**config.mk**
```make
export PLATFORM = sky130hd
export DESIGN_NAME = imem_loader
export DESIGN_NICKNAME = d
export VERILOG_FILES = /design/src/rtl/imem_loader_pkg.sv /design/src/rtl/imem_loader_byte_packer.sv /design/src/rtl/imem_loader.sv
export SDC_FILE = /design/constraint.sdc
export NUM_CORES = 1
export LEC_CHECK = 0
export BUFFER_PORTS_ARGS = -buffer_cell sky130_fd_sc_hd__buf_2
export CORE_ASPECT_RATIO = 0.6
export CORE_MARGIN = 4
export CORE_UTILIZATION = 52
export DETAILED_ROUTE_END_ITERATION = 6
export PLACE_DENSITY = 0.81
export RECOVER_POWER = 50
export SYNTH_ARGS = -nofsm -noshare
export SYNTH_HDL_FRONTEND = slang
export SYNTH_SLANG_ARGS = --single-unit
export TNS_END_PERCENT = 10
```
**constraint.sdc**
```tcl
create_clock -name clk -period 3.4 [get_ports clk]
set_input_delay 0.34 -clock clk [delete_from_list [all_inputs] [get_ports clk]]
set_output_delay 0.34 -clock clk [all_outputs]
set_load 0.02 [all_outputs]
```
**src/rtl/imem_loader_pkg.sv**
```systemverilog
// imem_loader_pkg: definitions shared by the loader, the CPU and the
// instruction memory.
//   - default instruction-memory geometry (address width, word width, depth)
//   - loader FSM state encoding (7 states, 3 bits)
package imem_loader_pkg;

   localparam int IMEM_M    = 16;   // word address width
   localparam int IMEM_N    = 32;   // instruction word width
   localparam int IMEM_SIZE = 512;  // depth in words

   typedef enum logic [2:0] {
      IDLE   = 3'd0,
      LEN_LO = 3'd1,
      LEN_HI = 3'd2,
      DATA   = 3'd3,
      WRITE  = 3'd4,
      DONE   = 3'd5,
      ERR    = 3'd6
   } state_t;

endpackage

```
**src/rtl/imem_loader_byte_packer.sv**
```systemverilog
// byte_packer: assembles 4 bytes into a little-endian 32-bit word.
//   clk, rst    : clock, async active-high reset
//   clr         : restart assembly at byte 0
//   accept      : byte_in is taken on this rising edge
//   byte_in     : incoming byte
//   word_next   : the word as it will look once byte_in is shifted in
//   word_ready  : the byte being accepted completes a word
module byte_packer (
   input  logic        clk,
   input  logic        rst,
   input  logic        clr,
   input  logic        accept,
   input  logic [7:0]  byte_in,
   output logic [31:0] word_next,
   output logic        word_ready
);

   logic [1:0]  idx;
   logic [31:0] word;

   // New bytes enter at the top and shift down, so after four bytes the
   // first one sits in [7:0] and the last one in [31:24].
   assign word_next  = {byte_in, word[31:8]};
   assign word_ready = accept && (idx == 2'd3);

   always_ff @(posedge clk or posedge rst) begin
      if (rst) begin
         idx  <= 2'd0;
         word <= 32'd0;
      end else if (clr) begin
         idx  <= 2'd0;
         word <= 32'd0;
      end else if (accept) begin
         idx  <= idx + 2'd1;
         word <= word_next;
      end
   end

endmodule

```
**src/rtl/imem_loader.sv**
```systemverilog
// imem_loader: streams a length-prefixed byte image into instruction memory.
// Stream format: len[7:0], len[15:8], then len words of 4 little-endian bytes.
//   clk, rst          : clock, async active-high reset
//   start             : 1-cycle pulse opening a session (ignored while busy)
//   byte_valid/data   : source byte handshake, taken when byte_ready is high
//   byte_ready        : loader can take a byte this cycle
//   mem_we/addr/wdata : instruction-memory write port (word addressed)
//   busy              : session in progress; holds the CPU off the fetch path
//   done / error      : session finished / aborted (levels until next start)
//   word_count        : words written in the current session
module imem_loader
   import imem_loader_pkg::*;
#(
   parameter int M        = IMEM_M,
   parameter int N        = IMEM_N,
   parameter int MEM_SIZE = IMEM_SIZE
) (
   input  logic         clk,
   input  logic         rst,
   input  logic         start,
   input  logic         byte_valid,
   input  logic [7:0]   byte_data,
   output logic         byte_ready,
   output logic         mem_we,
   output logic [M-1:0] mem_addr,
   output logic [N-1:0] mem_wdata,
   output logic         busy,
   output logic         done,
   output logic         error,
   output logic [M-1:0] word_count
);

   // Wide enough to compare the word counter with the 16-bit length.
   localparam int CW = (M > 16) ? M : 16;

   state_t        state;
   logic [15:0]   len;
   logic [15:0]   full_len;
   logic [CW-1:0] cnt_next;
   logic          accept;
   logic          pack_clr;
   logic [31:0]   word_next;
   logic          word_ready;

   assign accept   = byte_valid && byte_ready;
   assign full_len = {byte_data, len[7:0]};
   assign cnt_next = CW'(word_count) + CW'(1);
   assign pack_clr = start && !busy;

   byte_packer u_packer (
      .clk        (clk),
      .rst        (rst),
      .clr        (pack_clr),
      .accept     (accept && (state == DATA)),
      .byte_in    (byte_data),
      .word_next  (word_next),
      .word_ready (word_ready)
   );

   // Outputs are registered alongside the state, so every transition sets
   // the flag values that belong to the state being entered.
   always_ff @(posedge clk or posedge rst) begin
      if (rst) begin
         state      <= IDLE;
         len        <= 16'd0;
         byte_ready <= 1'b0;
         mem_we     <= 1'b0;
         mem_addr   <= '0;
         mem_wdata  <= '0;
         busy       <= 1'b0;
         done       <= 1'b0;
         error      <= 1'b0;
         word_count <= '0;
      end else begin
         mem_we <= 1'b0;
         case (state)
            IDLE, DONE, ERR: begin
               if (start) begin
                  state      <= LEN_LO;
                  byte_ready <= 1'b1;
                  busy       <= 1'b1;
                  done       <= 1'b0;
                  error      <= 1'b0;
                  word_count <= '0;
                  len        <= 16'd0;
               end
            end
            LEN_LO: begin
               if (accept) begin
                  len[7:0] <= byte_data;
                  state    <= LEN_HI;
               end
            end
            LEN_HI: begin
               if (accept) begin
                  len[15:8] <= byte_data;
                  if (full_len == 16'd0) begin
                     state      <= DONE;
                     byte_ready <= 1'b0;
                     busy       <= 1'b0;
                     done       <= 1'b1;
                  end else if (int'(full_len) > MEM_SIZE) begin
                     state      <= ERR;
                     byte_ready <= 1'b0;
                     busy       <= 1'b0;
                     error      <= 1'b1;
                  end else begin
                     state <= DATA;
                  end
               end
            end
            DATA: begin
               // Capture the completed word (including this last byte) so
               // the write port is stable for the whole WRITE cycle.
               if (word_ready) begin
                  state      <= WRITE;
                  byte_ready <= 1'b0;
                  mem_we     <= 1'b1;
                  mem_addr   <= word_count;
                  mem_wdata  <= N'(word_next);
               end
            end
            WRITE: begin
               word_count <= M'(cnt_next);
               if (cnt_next == CW'(len)) begin
                  state <= DONE;
                  busy  <= 1'b0;
                  done  <= 1'b1;
               end else begin
                  state      <= DATA;
                  byte_ready <= 1'b1;
               end
            end
            default: begin
               state      <= IDLE;
               byte_ready <= 1'b0;
               busy       <= 1'b0;
            end
         endcase
      end
   end

endmodule
```
# == Word level (Yosys, flattened, before mapping) ==
# Index checks and enable logic that the tools add are counted.
# classes
addsub,2
magnitude_cmp,1
eq_ne,18
n_mux,37
bitwise_logic,2
n_reduce_logical,23
# op_table
operator,n
$mux W32,2
$pmux W16 S2,1
$pmux W8 S2,2
$mux W3,7
$add A16 B1 Y16 const B,1
$eq A16 B16 Y1,1
$gt A16 B10 Y1 const B,1
$logic_not A16 Y1,1
$mux W1,16
$mux W16,1
$ne A2 B2 Y1 const B,8
$pmux W3 S5,1
$reduce_and A5 Y1,3
$eq A3 B3 Y1 const B,3
$mux W8,1
$reduce_bool A2 Y1,4
$eq A3 B2 Y1 const B,2
$reduce_and A3 Y1,2
$reduce_and A6 Y1,1
$pmux W1 S5,1
$logic_and A1 B1 Y1,4
$mux W2,2
$pmux W1 S4,1
$reduce_and A2 Y1,2
14 further kinds,15
# word_totals
reg_bits,122
inputBits,12
output_inout_bits,69
wordCells,96

# == Logic depth before layout (Yosys ltp) ==
# Gate-level depths: netlist (run 1).
# depth
ltp_word,5
ltp_mapped,9
depth_no_buf,8

# == Cells and area by module ==
# A second synthesis (run 1) with hierarchy kept.
# unflattened
cells_unflattened,494
area_unflattened_um2,5487.8
# by_module_without_submodules
module,n_inst,cells_per_inst,area_each_um2,seq_area_each_um2
imem_loader,1,399,4329.2,2202.1
byte_packer,1,95,1158.6,650.6

# == Least setup slack after synthesis (run 1) ==
# Ideal clock, no wire load.
# synth_timing
path_type,reg-to-reg
start,reg word_count[1]
end,reg done
setup_ps,126
t_arrival_ps,2145
t_required_ps,3274
path_slack_ps,1129
stages_incl_launch_ff,10
path_buffers,1
synth_period_minus_slack_ps,2271
path_cell_list,dfrtp_1 ha_1 and4_1 clkbuf_1 xnor2_1 o221ai_1 o211a_1 nand4_1 nor2_2 a221o_1
# synth_between
elab_chain_len,4
# synth_lines
element,line,text
"start, declared",imem_loader.sv:30,output logic [M-1:0] word_count
"start signal, assigned",imem_loader.sv:124,word_count <= M'(cnt_next);
$add A16 B1 Y16,imem_loader.sv:47,assign cnt_next = CW'(word_count) + CW'(1);
$eq A16 B16 Y1,imem_loader.sv:125,if (cnt_next == CW'(len)) begin
$ne A2 B2 Y1 (no source line),-,
$reduce_and A5 Y1 (no source line),-,
"end signal, assigned",imem_loader.sv:71,done <= 1'b0;
"end signal, assigned",imem_loader.sv:82,done <= 1'b0;
"end signal, assigned",imem_loader.sv:128,done <= 1'b1;
"end, declared",imem_loader.sv:28,"output logic done,"
# Every way passes these cells.
# A chain may end at the register's enable or synchronous reset.

# == Worst setup path in the final report (run 1) ==
# layout_timing
start,reg word_count[0]
end,reg byte_ready
# layout_between
elab_chain_len,4
# layout_lines
element,line,text
$add A16 B1 Y16,imem_loader.sv:47,
$eq A16 B16 Y1,imem_loader.sv:125,
$ne A2 B2 Y1 (no source line),-,
$reduce_and A6 Y1 (no source line),-,
"end signal, assigned",imem_loader.sv:66,byte_ready <= 1'b0;
"end signal, assigned",imem_loader.sv:131,byte_ready <= 1'b1;
"end signal, assigned",imem_loader.sv:136,byte_ready <= 1'b0;
"end, declared",imem_loader.sv:23,"output logic byte_ready,"
# Every way passes these cells.

==> impl_metrics.xml, run 1 <==
<?xml version="1.0" encoding="UTF-8"?>
<metrics>
  <group name="clocking">
    <metric name="cts_buffers" unit="">17</metric>
    <metric name="ctsRootBufferMaster" unit="">sky130_fd_sc_hd__clkbuf_16</metric>
    <metric name="clk_path_buf_depth" unit="">2</metric>
    <metric name="cts-hold-fix-buffers" unit="">0</metric>
    <metric name="worstSkewPairLatency" unit="ps">410</metric>
    <metric name="htreeDepth" unit="">4</metric>
    <metric name="tritoncts_clock_tree" unit="">built</metric>
    <metric name="clock_transition_at_the_registers_of_the_reported_paths" unit="ps">50</metric>
    <metric name="cts_resized" unit="">0</metric>
    <metric name="numClockSinks" unit="">114</metric>
    <metric name="postCtsSetupRepairBufs" unit="">0</metric>
  </group>
  <group name="floorplan">
    <metric name="boundaryPins" unit="">81</metric>
    <metric name="die_height" unit="µm">87.5</metric>
    <metric name="core_region_area" unit="µm²">10100</metric>
    <metric name="die_width" unit="µm">140</metric>
    <metric name="fp.dieArea" unit="µm²">12300</metric>
    <metric name="core.rowCount" unit="">28</metric>
    <metric name="initial_core_util" unit="%">54.5</metric>
  </group>
  <group name="min_path">
    <metric name="holdCritPathClass" unit="">in -&gt; reg</metric>
  </group>
  <group name="synthesis">
    <metric name="synth_async_sr_flop_share" unit="%">100</metric>
    <metric name="ys_seq_elements" unit="">114</metric>
    <metric name="synth_seq_area_share" unit="%">52.1</metric>
    <metric name="synthDistinctLibCells" unit="">57</metric>
    <metric name="number_of_enable_type_register_cells_in_the_synthesized_netlist" unit="">0</metric>
    <metric name="synth_top_flop_cell" unit="">sky130_fd_sc_hd__dfrtp_1</metric>
    <metric name="synthesis.area_per_instance" unit="µm²">10.0</metric>
    <metric name="synthesized_nets" unit="">561</metric>
    <metric name="post_synth_instance_area" unit="µm²">5480</metric>
    <metric name="yosys_warnings" unit="">0</metric>
    <metric name="postSynthCellCount" unit="">547</metric>
  </group>
  <group name="layout">
    <metric name="drive_above_1_share" unit="%">22.1</metric>
    <metric name="final.fill_count" unit="">878</metric>
    <metric name="final_nets" unit="">631</metric>
    <metric name="antenna-diode-count" unit="">0</metric>
    <metric name="syn_to_final_growth" unit="%">18.6</metric>
    <metric name="final_common_cell" unit="">sky130_fd_sc_hd__dfrtp_1</metric>
    <metric name="most-common-layout-cells" unit="">sky130_fd_sc_hd__dfrtp_1 (114), sky130_fd_sc_hd__nand2_1 (111), sky130_fd_sc_hd__o21ai_0 (51)</metric>
    <metric name="area_of_all_placed_cells_without_fillers" unit="µm²">6490</metric>
  </group>
  <group name="routing">
    <metric name="firstDrtPassIters" unit="">5</metric>
    <metric name="routedWlPerCell" unit="µm">19.1</metric>
    <metric name="vias_per_cell" unit="">5.83</metric>
    <metric name="drt_iter0_drc" unit="">303</metric>
    <metric name="drt-total-wl" unit="µm">14600</metric>
    <metric name="route.vias.total" unit="">4459</metric>
    <metric name="drcViolationCount" unit="">0</metric>
    <metric name="drt.antenna.violating_nets" unit="">0</metric>
  </group>
  <group name="critical_path">
    <metric name="worst-endpoint-required" unit="ps">3660</metric>
    <metric name="r2r_cells" unit="">8</metric>
    <metric name="worst_setup_path_start_kind" unit="">register</metric>
    <metric name="timing.critical_path.fanout_max" unit="">11</metric>
    <metric name="endpoint" unit="">byte_ready</metric>
    <metric name="worst_r2r_endpoint" unit="">byte_ready</metric>
    <metric name="arrival" unit="ps">2850</metric>
    <metric name="timing_worst_setup_path_type" unit="">reg -&gt; reg</metric>
    <metric name="cp-startpoint" unit="">word_count[0]</metric>
    <metric name="crit-reg2reg-launch" unit="">word_count[0]</metric>
    <metric name="worst_setup_ep_type" unit="">register</metric>
    <metric name="r2r_slack" unit="ps">810</metric>
  </group>
  <group name="power">
    <metric name="power.static_leakage" unit="nW">3.07</metric>
    <metric name="worst_ir_drop_vdd" unit="mV">0.362</metric>
    <metric name="power_density" unit="nW/µm²">499</metric>
  </group>
  <group name="job">
    <metric name="drv_cap" unit="">1</metric>
  </group>
  <group name="sta">
    <metric name="post_route_fraction_of_the_period_consumed_by_the_critical_path" unit="%">76.1</metric>
    <metric name="slew_headroom" unit="%">-57.5</metric>
    <metric name="worst-slew-pin-transition" unit="ps">2360</metric>
    <metric name="timing_hold_violations_final" unit="">0</metric>
    <metric name="setup-tns-final" unit="ps">0</metric>
    <metric name="timing.final.max_slew_violations" unit="">65</metric>
    <metric name="achievable-frequency" unit="GHz">0.386</metric>
    <metric name="final.setup_skew" unit="ps">7.89</metric>
    <metric name="setup_violations" unit="">0</metric>
    <metric name="rsz0062_at_grt" unit="">false</metric>
    <metric name="period_needed" unit="ps">2590</metric>
  </group>
  <group name="status">
    <metric name="violations_in_the_final_reports" unit="">max-capacitance violations, max-slew violations</metric>
    <metric name="run_status" unit="">complete, but fails checks</metric>
  </group>
  <group name="grt">
    <metric name="grt_overflow_total" unit="">0</metric>
    <metric name="first_pass_grt_wire_length" unit="µm">23700</metric>
    <metric name="met1_grt_util" unit="%">38.4</metric>
    <metric name="antenna_found_initial" unit="">0</metric>
    <metric name="globalRouteTotalUtil" unit="%">25.1</metric>
    <metric name="fraction_of_met3_tracks_used_by_global_routing" unit="%">7.41</metric>
    <metric name="grt.met2_usage" unit="%">33.9</metric>
    <metric name="pin_count_of_the_biggest_net_entering_global_routing" unit="">65</metric>
    <metric name="global_route.peak_usage_layer" unit="">met1</metric>
    <metric name="first_global_vias" unit="">4386</metric>
  </group>
  <group name="placement">
    <metric name="dpl_cell_area" unit="µm²">5930</metric>
    <metric name="io_buffer_count" unit="">80</metric>
    <metric name="hpwl" unit="µm">10400</metric>
    <metric name="place.gp.congestion" unit="">0.926</metric>
  </group>
</metrics>
==> sequential cells by signal (all words and copies together) (netlist names) <==
register	flops
busy	1
byte_ready	1
word_count	16
u_packer.idx	2
mem_wdata	32
mem_addr	16
len	16
state	3
u_packer.word	24
done	1
mem_we	1
error	1
==> cell usage after synthesis (all sizes together), types with 2 or more instances <==
master / number / share of area (%)
o211ai: 2 / 0.27
o21ai: 52 / 4.8
mux2: 46 / 9.5
nand3: 10 / 1.1
nor3: 7 / 0.64
nor4b: 2 / 0.32
clkbuf: 18 / 1.3
inv: 6 / 0.41
nor2b: 3 / 0.34
dfrtp: 114 / 52
o31a: 3 / 0.48
and3: 3 / 0.34
nor2: 24 / 1.7
a21o: 3 / 0.41
ha: 2 / 0.46
xnor2: 19 / 3.0
and2: 2 / 0.23
xor2: 7 / 1.1
o31ai: 4 / 0.55
buf: 19 / 2.3
nor4: 11 / 1.8
nand4: 10 / 1.4
a21oi: 36 / 3.3
nand2b: 5 / 0.57
o211a: 2 / 0.37
o311ai: 2 / 0.32
o22a: 2 / 0.32
a31oi: 4 / 0.46
nand2: 113 / 7.8
==> critical path: stages (launching register included) <==
cell and delay, ps:
sky130_fd_sc_hd__dfrtp_1 540, sky130_fd_sc_hd__ha_1 370, sky130_fd_sc_hd__nand4_1 260, sky130_fd_sc_hd__nor3_1 440, sky130_fd_sc_hd__xnor2_1 130, sky130_fd_sc_hd__nor4_1 250
sky130_fd_sc_hd__nand4_1 180, sky130_fd_sc_hd__nor2_2 170, sky130_fd_sc_hd__o2bb2ai_1 90
==> worst min-delay path by stage <==
stage	cells after the start	startpoint	slack (ps)	end
2_1_floorplan	2	len[10]	470	len[10]
4_1_cts	2	rst	110	u_packer.word[8]
5_1_grt	3	byte_data[3]	250	u_packer.word[27]
3_3_place_gp	2	mem_addr[12]	470	mem_addr[12]
3_5_place_dp	2	mem_addr[12]	480	mem_addr[12]
6_report	3	byte_data[3]	240	len[11]
==> layout make-up <==
| cell class | count | area, µm² | area share, % |
|---|---|---|---|
| sequential | 114 | 2850 | 43.9 |
| clock inverter | 9 | 129 | 1.99 |
| clock buffer | 23 | 478 | 7.36 |
| multi-input combinational | 390 | 2410 | 37.2 |
| inverter | 6 | 22.5 | 0.347 |
| timing repair buffer | 88 | 425 | 6.55 |
| tap | 135 | 169 | 2.60 |
==> stage by stage <==
step	worst slack [ps]	hold WS, ps	total power [mW]	utilization, %	instances
after floorplan	44.3	470	1.41	-	547
after global placement	1010	466	1.44	59.0	733
after detailed placement	896	476	1.44	59.0	733
after CTS	887	108	3.26	65.1	765
after global routing	390	250	3.34	64.6	765
final	813	236	3.24	64.6	765
==> routing by layer <==
| layer | wire (µm) | vias to the layer above |
|---|---|---|
| met5 | 0 | - |
| met2 | 5920 | 208 |
| met1 | 7110 | 2173 |
| met3 | 1370 | 21 |
| li1 | - | 2057 |
| met4 | 235 | 0 |
==> power breakdown <==
part	switching, mW	internal, mW
Combinational	0.0498	0.00966
Clock	0.614	1.21
Sequential	0.000427	1.36
Total	0.664	2.58
==> cells by family after synthesis <==
kind of cell    count (synthesis)  synth area share, %
mux                            47                 9.64
xor+xnor                       26                 4.16
fa+ha+maj                       2                0.457
compound gates                118                 12.5
buf+inv                        43                 3.95
simple gates                  197                 17.2
flops                         114                 52.1
(Power assumes the default switching activity.)
==> run 2: changes to the inputs <==
- CORE_UTILIZATION: 52 -> 57
- PLACE_DENSITY: 0.81 -> 0.84
- clock period: 3.4 -> 2.5 ns (I/O delays scaled with it)
==> run 2 against run 1 <==
The flow still finishes with violations (max-capacitance violations, max-slew violations). Die area down 8.1%. Sequential share of layout area fell by 0.63 points. Register-to-register slack worse by 580 ps. Clock power increased by 48%. Worst hold slack got worse by 100 ps. Total power increased by 43%. Critical endpoint is now done. Final cell count is the same. Fmax is 14% higher. Largest power group unchanged.
==> impl_metrics.xml, run 2 (synthesized netlist as in run 1, its figures left out) <==
<?xml version="1.0" encoding="UTF-8"?>
<metrics>
  <group name="clocking">
    <metric name="ctsRootBufferMaster" unit="">sky130_fd_sc_hd__clkbuf_16</metric>
    <metric name="htreeDepth" unit="">4</metric>
    <metric name="cts-hold-fix-buffers" unit="">0</metric>
    <metric name="clk_path_buf_depth" unit="">2</metric>
    <metric name="clock_transition_at_the_registers_of_the_reported_paths" unit="ps">60</metric>
    <metric name="cts_buffers" unit="">17</metric>
    <metric name="cts_resized" unit="">0</metric>
    <metric name="numClockSinks" unit="">114</metric>
    <metric name="worstSkewPairLatency" unit="ps">410</metric>
    <metric name="postCtsSetupRepairBufs" unit="">0</metric>
    <metric name="tritoncts_clock_tree" unit="">built</metric>
  </group>
  <group name="critical_path">
    <metric name="timing.critical_path.slowest_stage_cell" unit="">sky130_fd_sc_hd__dfrtp_1</metric>
    <metric name="timing.critical_path.fanout_max" unit="">10</metric>
    <metric name="arrival" unit="ps">2560</metric>
    <metric name="worst-endpoint-required" unit="ps">2790</metric>
    <metric name="timing.critical_path.cells" unit="">nand4_4, o31a_1, o211a_1, or3_1, nand4_1, nor2_2, a221o_1</metric>
    <metric name="critical-path-max-stage-delay" unit="ps">530</metric>
    <metric name="worst_setup_ep_type" unit="">register</metric>
    <metric name="crit_path_max_delay_family" unit="">simple AND/OR/NAND/NOR gates</metric>
    <metric name="timing_worst_setup_path_type" unit="">reg -&gt; reg</metric>
    <metric name="cp_num_buf_inv" unit="">0</metric>
    <metric name="crit-reg2reg-launch" unit="">word_count[6]</metric>
    <metric name="cp-startpoint" unit="">word_count[6]</metric>
    <metric name="worst_setup_path_start_kind" unit="">register</metric>
  </group>
  <group name="sta">
    <metric name="timing.final.max_slew_violations" unit="">114</metric>
    <metric name="setup-tns-final" unit="ps">0</metric>
    <metric name="rsz0062_at_grt" unit="">false</metric>
    <metric name="slew_headroom" unit="%">-0.587</metric>
    <metric name="hold_slack" unit="ps">133</metric>
    <metric name="setup_violations" unit="">0</metric>
    <metric name="timing_hold_violations_final" unit="">0</metric>
    <metric name="post_route_fraction_of_the_period_consumed_by_the_critical_path" unit="%">90.6</metric>
    <metric name="final.setup_skew" unit="ps">6.51</metric>
    <metric name="post_route_setup_slack" unit="ps">234</metric>
    <metric name="period_needed" unit="ps">2270</metric>
    <metric name="achievable-frequency" unit="GHz">0.441</metric>
    <metric name="worst-slew-pin-transition" unit="ps">1510</metric>
  </group>
  <group name="power">
    <metric name="power_density" unit="nW/µm²">702</metric>
    <metric name="worst_ir_drop_vdd" unit="mV">0.542</metric>
    <metric name="power.static_leakage" unit="nW">3.10</metric>
  </group>
  <group name="layout">
    <metric name="multi_input_area" unit="µm²">2420</metric>
    <metric name="max_flop_register" unit="">mem_wdata</metric>
    <metric name="final_common_cell" unit="">sky130_fd_sc_hd__dfrtp_1</metric>
    <metric name="syn_to_final_growth" unit="%">20.3</metric>
    <metric name="antenna-diode-count" unit="">0</metric>
    <metric name="final_nets" unit="">636</metric>
    <metric name="final-seq-area" unit="µm²">2850</metric>
    <metric name="largest_register_ffs" unit="">32</metric>
    <metric name="most-common-layout-cells" unit="">sky130_fd_sc_hd__dfrtp_1 (113), sky130_fd_sc_hd__nand2_1 (111), sky130_fd_sc_hd__o21ai_0 (51)</metric>
    <metric name="largest_registers" unit="">mem_wdata: 32 flops, u_packer.word: 24 flops</metric>
    <metric name="drive_above_1_share" unit="%">23.8</metric>
    <metric name="area_of_all_placed_cells_without_fillers" unit="µm²">6590</metric>
    <metric name="final.fill_count" unit="">713</metric>
  </group>
  <group name="placement">
    <metric name="post-place-ws" unit="ps">116</metric>
    <metric name="io_buffer_count" unit="">80</metric>
    <metric name="place.gp.congestion" unit="">1.01</metric>
    <metric name="hpwl" unit="µm">9660</metric>
    <metric name="dpl_cell_area" unit="µm²">5960</metric>
  </group>
  <group name="floorplan">
    <metric name="fp.dieArea" unit="µm²">11300</metric>
    <metric name="die_width" unit="µm">135</metric>
    <metric name="die_height" unit="µm">83.9</metric>
    <metric name="boundaryPins" unit="">81</metric>
    <metric name="initial_core_util" unit="%">59.2</metric>
    <metric name="core.rowCount" unit="">27</metric>
    <metric name="core_region_area" unit="µm²">9260</metric>
  </group>
  <group name="min_path">
    <metric name="holdCritPathClass" unit="">in -&gt; reg</metric>
    <metric name="timing.hold.worst.start" unit="">byte_data[6]</metric>
  </group>
  <group name="routing">
    <metric name="vias_per_cell" unit="">5.93</metric>
    <metric name="drt_iter0_drc" unit="">507</metric>
    <metric name="drt-total-wl" unit="µm">14000</metric>
    <metric name="drt.antenna.violating_nets" unit="">0</metric>
    <metric name="routedWlPerCell" unit="µm">18.3</metric>
    <metric name="drcViolationCount" unit="">0</metric>
    <metric name="route.vias.total" unit="">4533</metric>
    <metric name="firstDrtPassIters" unit="">5</metric>
  </group>
  <group name="grt">
    <metric name="grt_overflow_total" unit="">0</metric>
    <metric name="pin_count_of_the_biggest_net_entering_global_routing" unit="">115</metric>
    <metric name="first_pass_grt_wire_length" unit="µm">22700</metric>
    <metric name="globalRouteTotalUtil" unit="%">26.1</metric>
    <metric name="first_global_vias" unit="">4327</metric>
    <metric name="antenna_found_initial" unit="">0</metric>
  </group>
  <group name="status">
    <metric name="run_status" unit="">complete, but fails checks</metric>
    <metric name="violations_in_the_final_reports" unit="">max-capacitance violations, max-slew violations</metric>
  </group>
  <group name="job">
    <metric name="drv_cap" unit="">1</metric>
  </group>
</metrics>
-- run 2: cell count changes in the layout (fill, tap and decap cells not counted), moves of 2 or more --
cell and change:
sky130_fd_sc_hd__buf_4 +7, sky130_fd_sc_hd__clkbuf_1 -2, sky130_fd_sc_hd__bufinv_16 +2, sky130_fd_sc_hd__clkinv_4 +2
sky130_fd_sc_hd__clkinvlp_4 +2, sky130_fd_sc_hd__clkinv_2 -2, sky130_fd_sc_hd__clkbuf_2 -2
-- run 2: worst min-delay path, delay by kind of cell --
family | cells | cell delay, ps
compound gates | 1 | 50
buf+inv | 1 | 140
simple gates | 1 | 60
-- run 2: where the power goes --
part | switching, mW | total [mW] | internal (mW)
clock network | 0.851 | 2.70 | 1.85
registers | 0.000565 | 1.85 | 1.85
logic | 0.0636 | 0.0764 | 0.0128
total | 0.915 | 4.62 | 3.71
-- run 2: layout make-up --
type | instances | share of cell area (%)
sequential | 114 | 43.3
multi-input combinational | 390 | 36.7
tap | 130 | 2.47
timing repair buffer | 93 | 6.89
clock inverter | 12 | 3.10
inverter | 6 | 0.399
clock buffer | 20 | 7.08
-- run 2: worst paths after layout --
path                                     end  slack [ps]  depth (start not counted)
hold reg to reg                        error         480                          2
min in group asynchronous      mem_wdata[20]         410                          3
setup reg to reg                        done         230                          7
max in group asynchronous      word_count[1]        1100                          3
hold / removal             u_packer.word[30]         130                          3
setup / recovery                        done         230                          7
-- run 2: through the flow --
| step | cells | power [mW] | utilization (%) |
|---|---|---|---|
| 6_report | 765 | 4.62 | 71.2 |
| 2_1_floorplan | 547 | 1.92 | - |
| 3_3_place_gp | 733 | 1.96 | 64.4 |
| 4_1_cts | 765 | 4.66 | 71.6 |
| 3_5_place_dp | 733 | 1.96 | 64.4 |
| 5_1_grt | 765 | 4.76 | 71.2 |
-- run 2: routing by layer --
layer	vias to the layer above	share of wire (%)	track usage, %
met3	21	9.9	8.25
met2	233	42	35.9
met5	-	0	0
met1	2217	47	39.2
li1	2062	-	-
met4	0	1.5	8.13
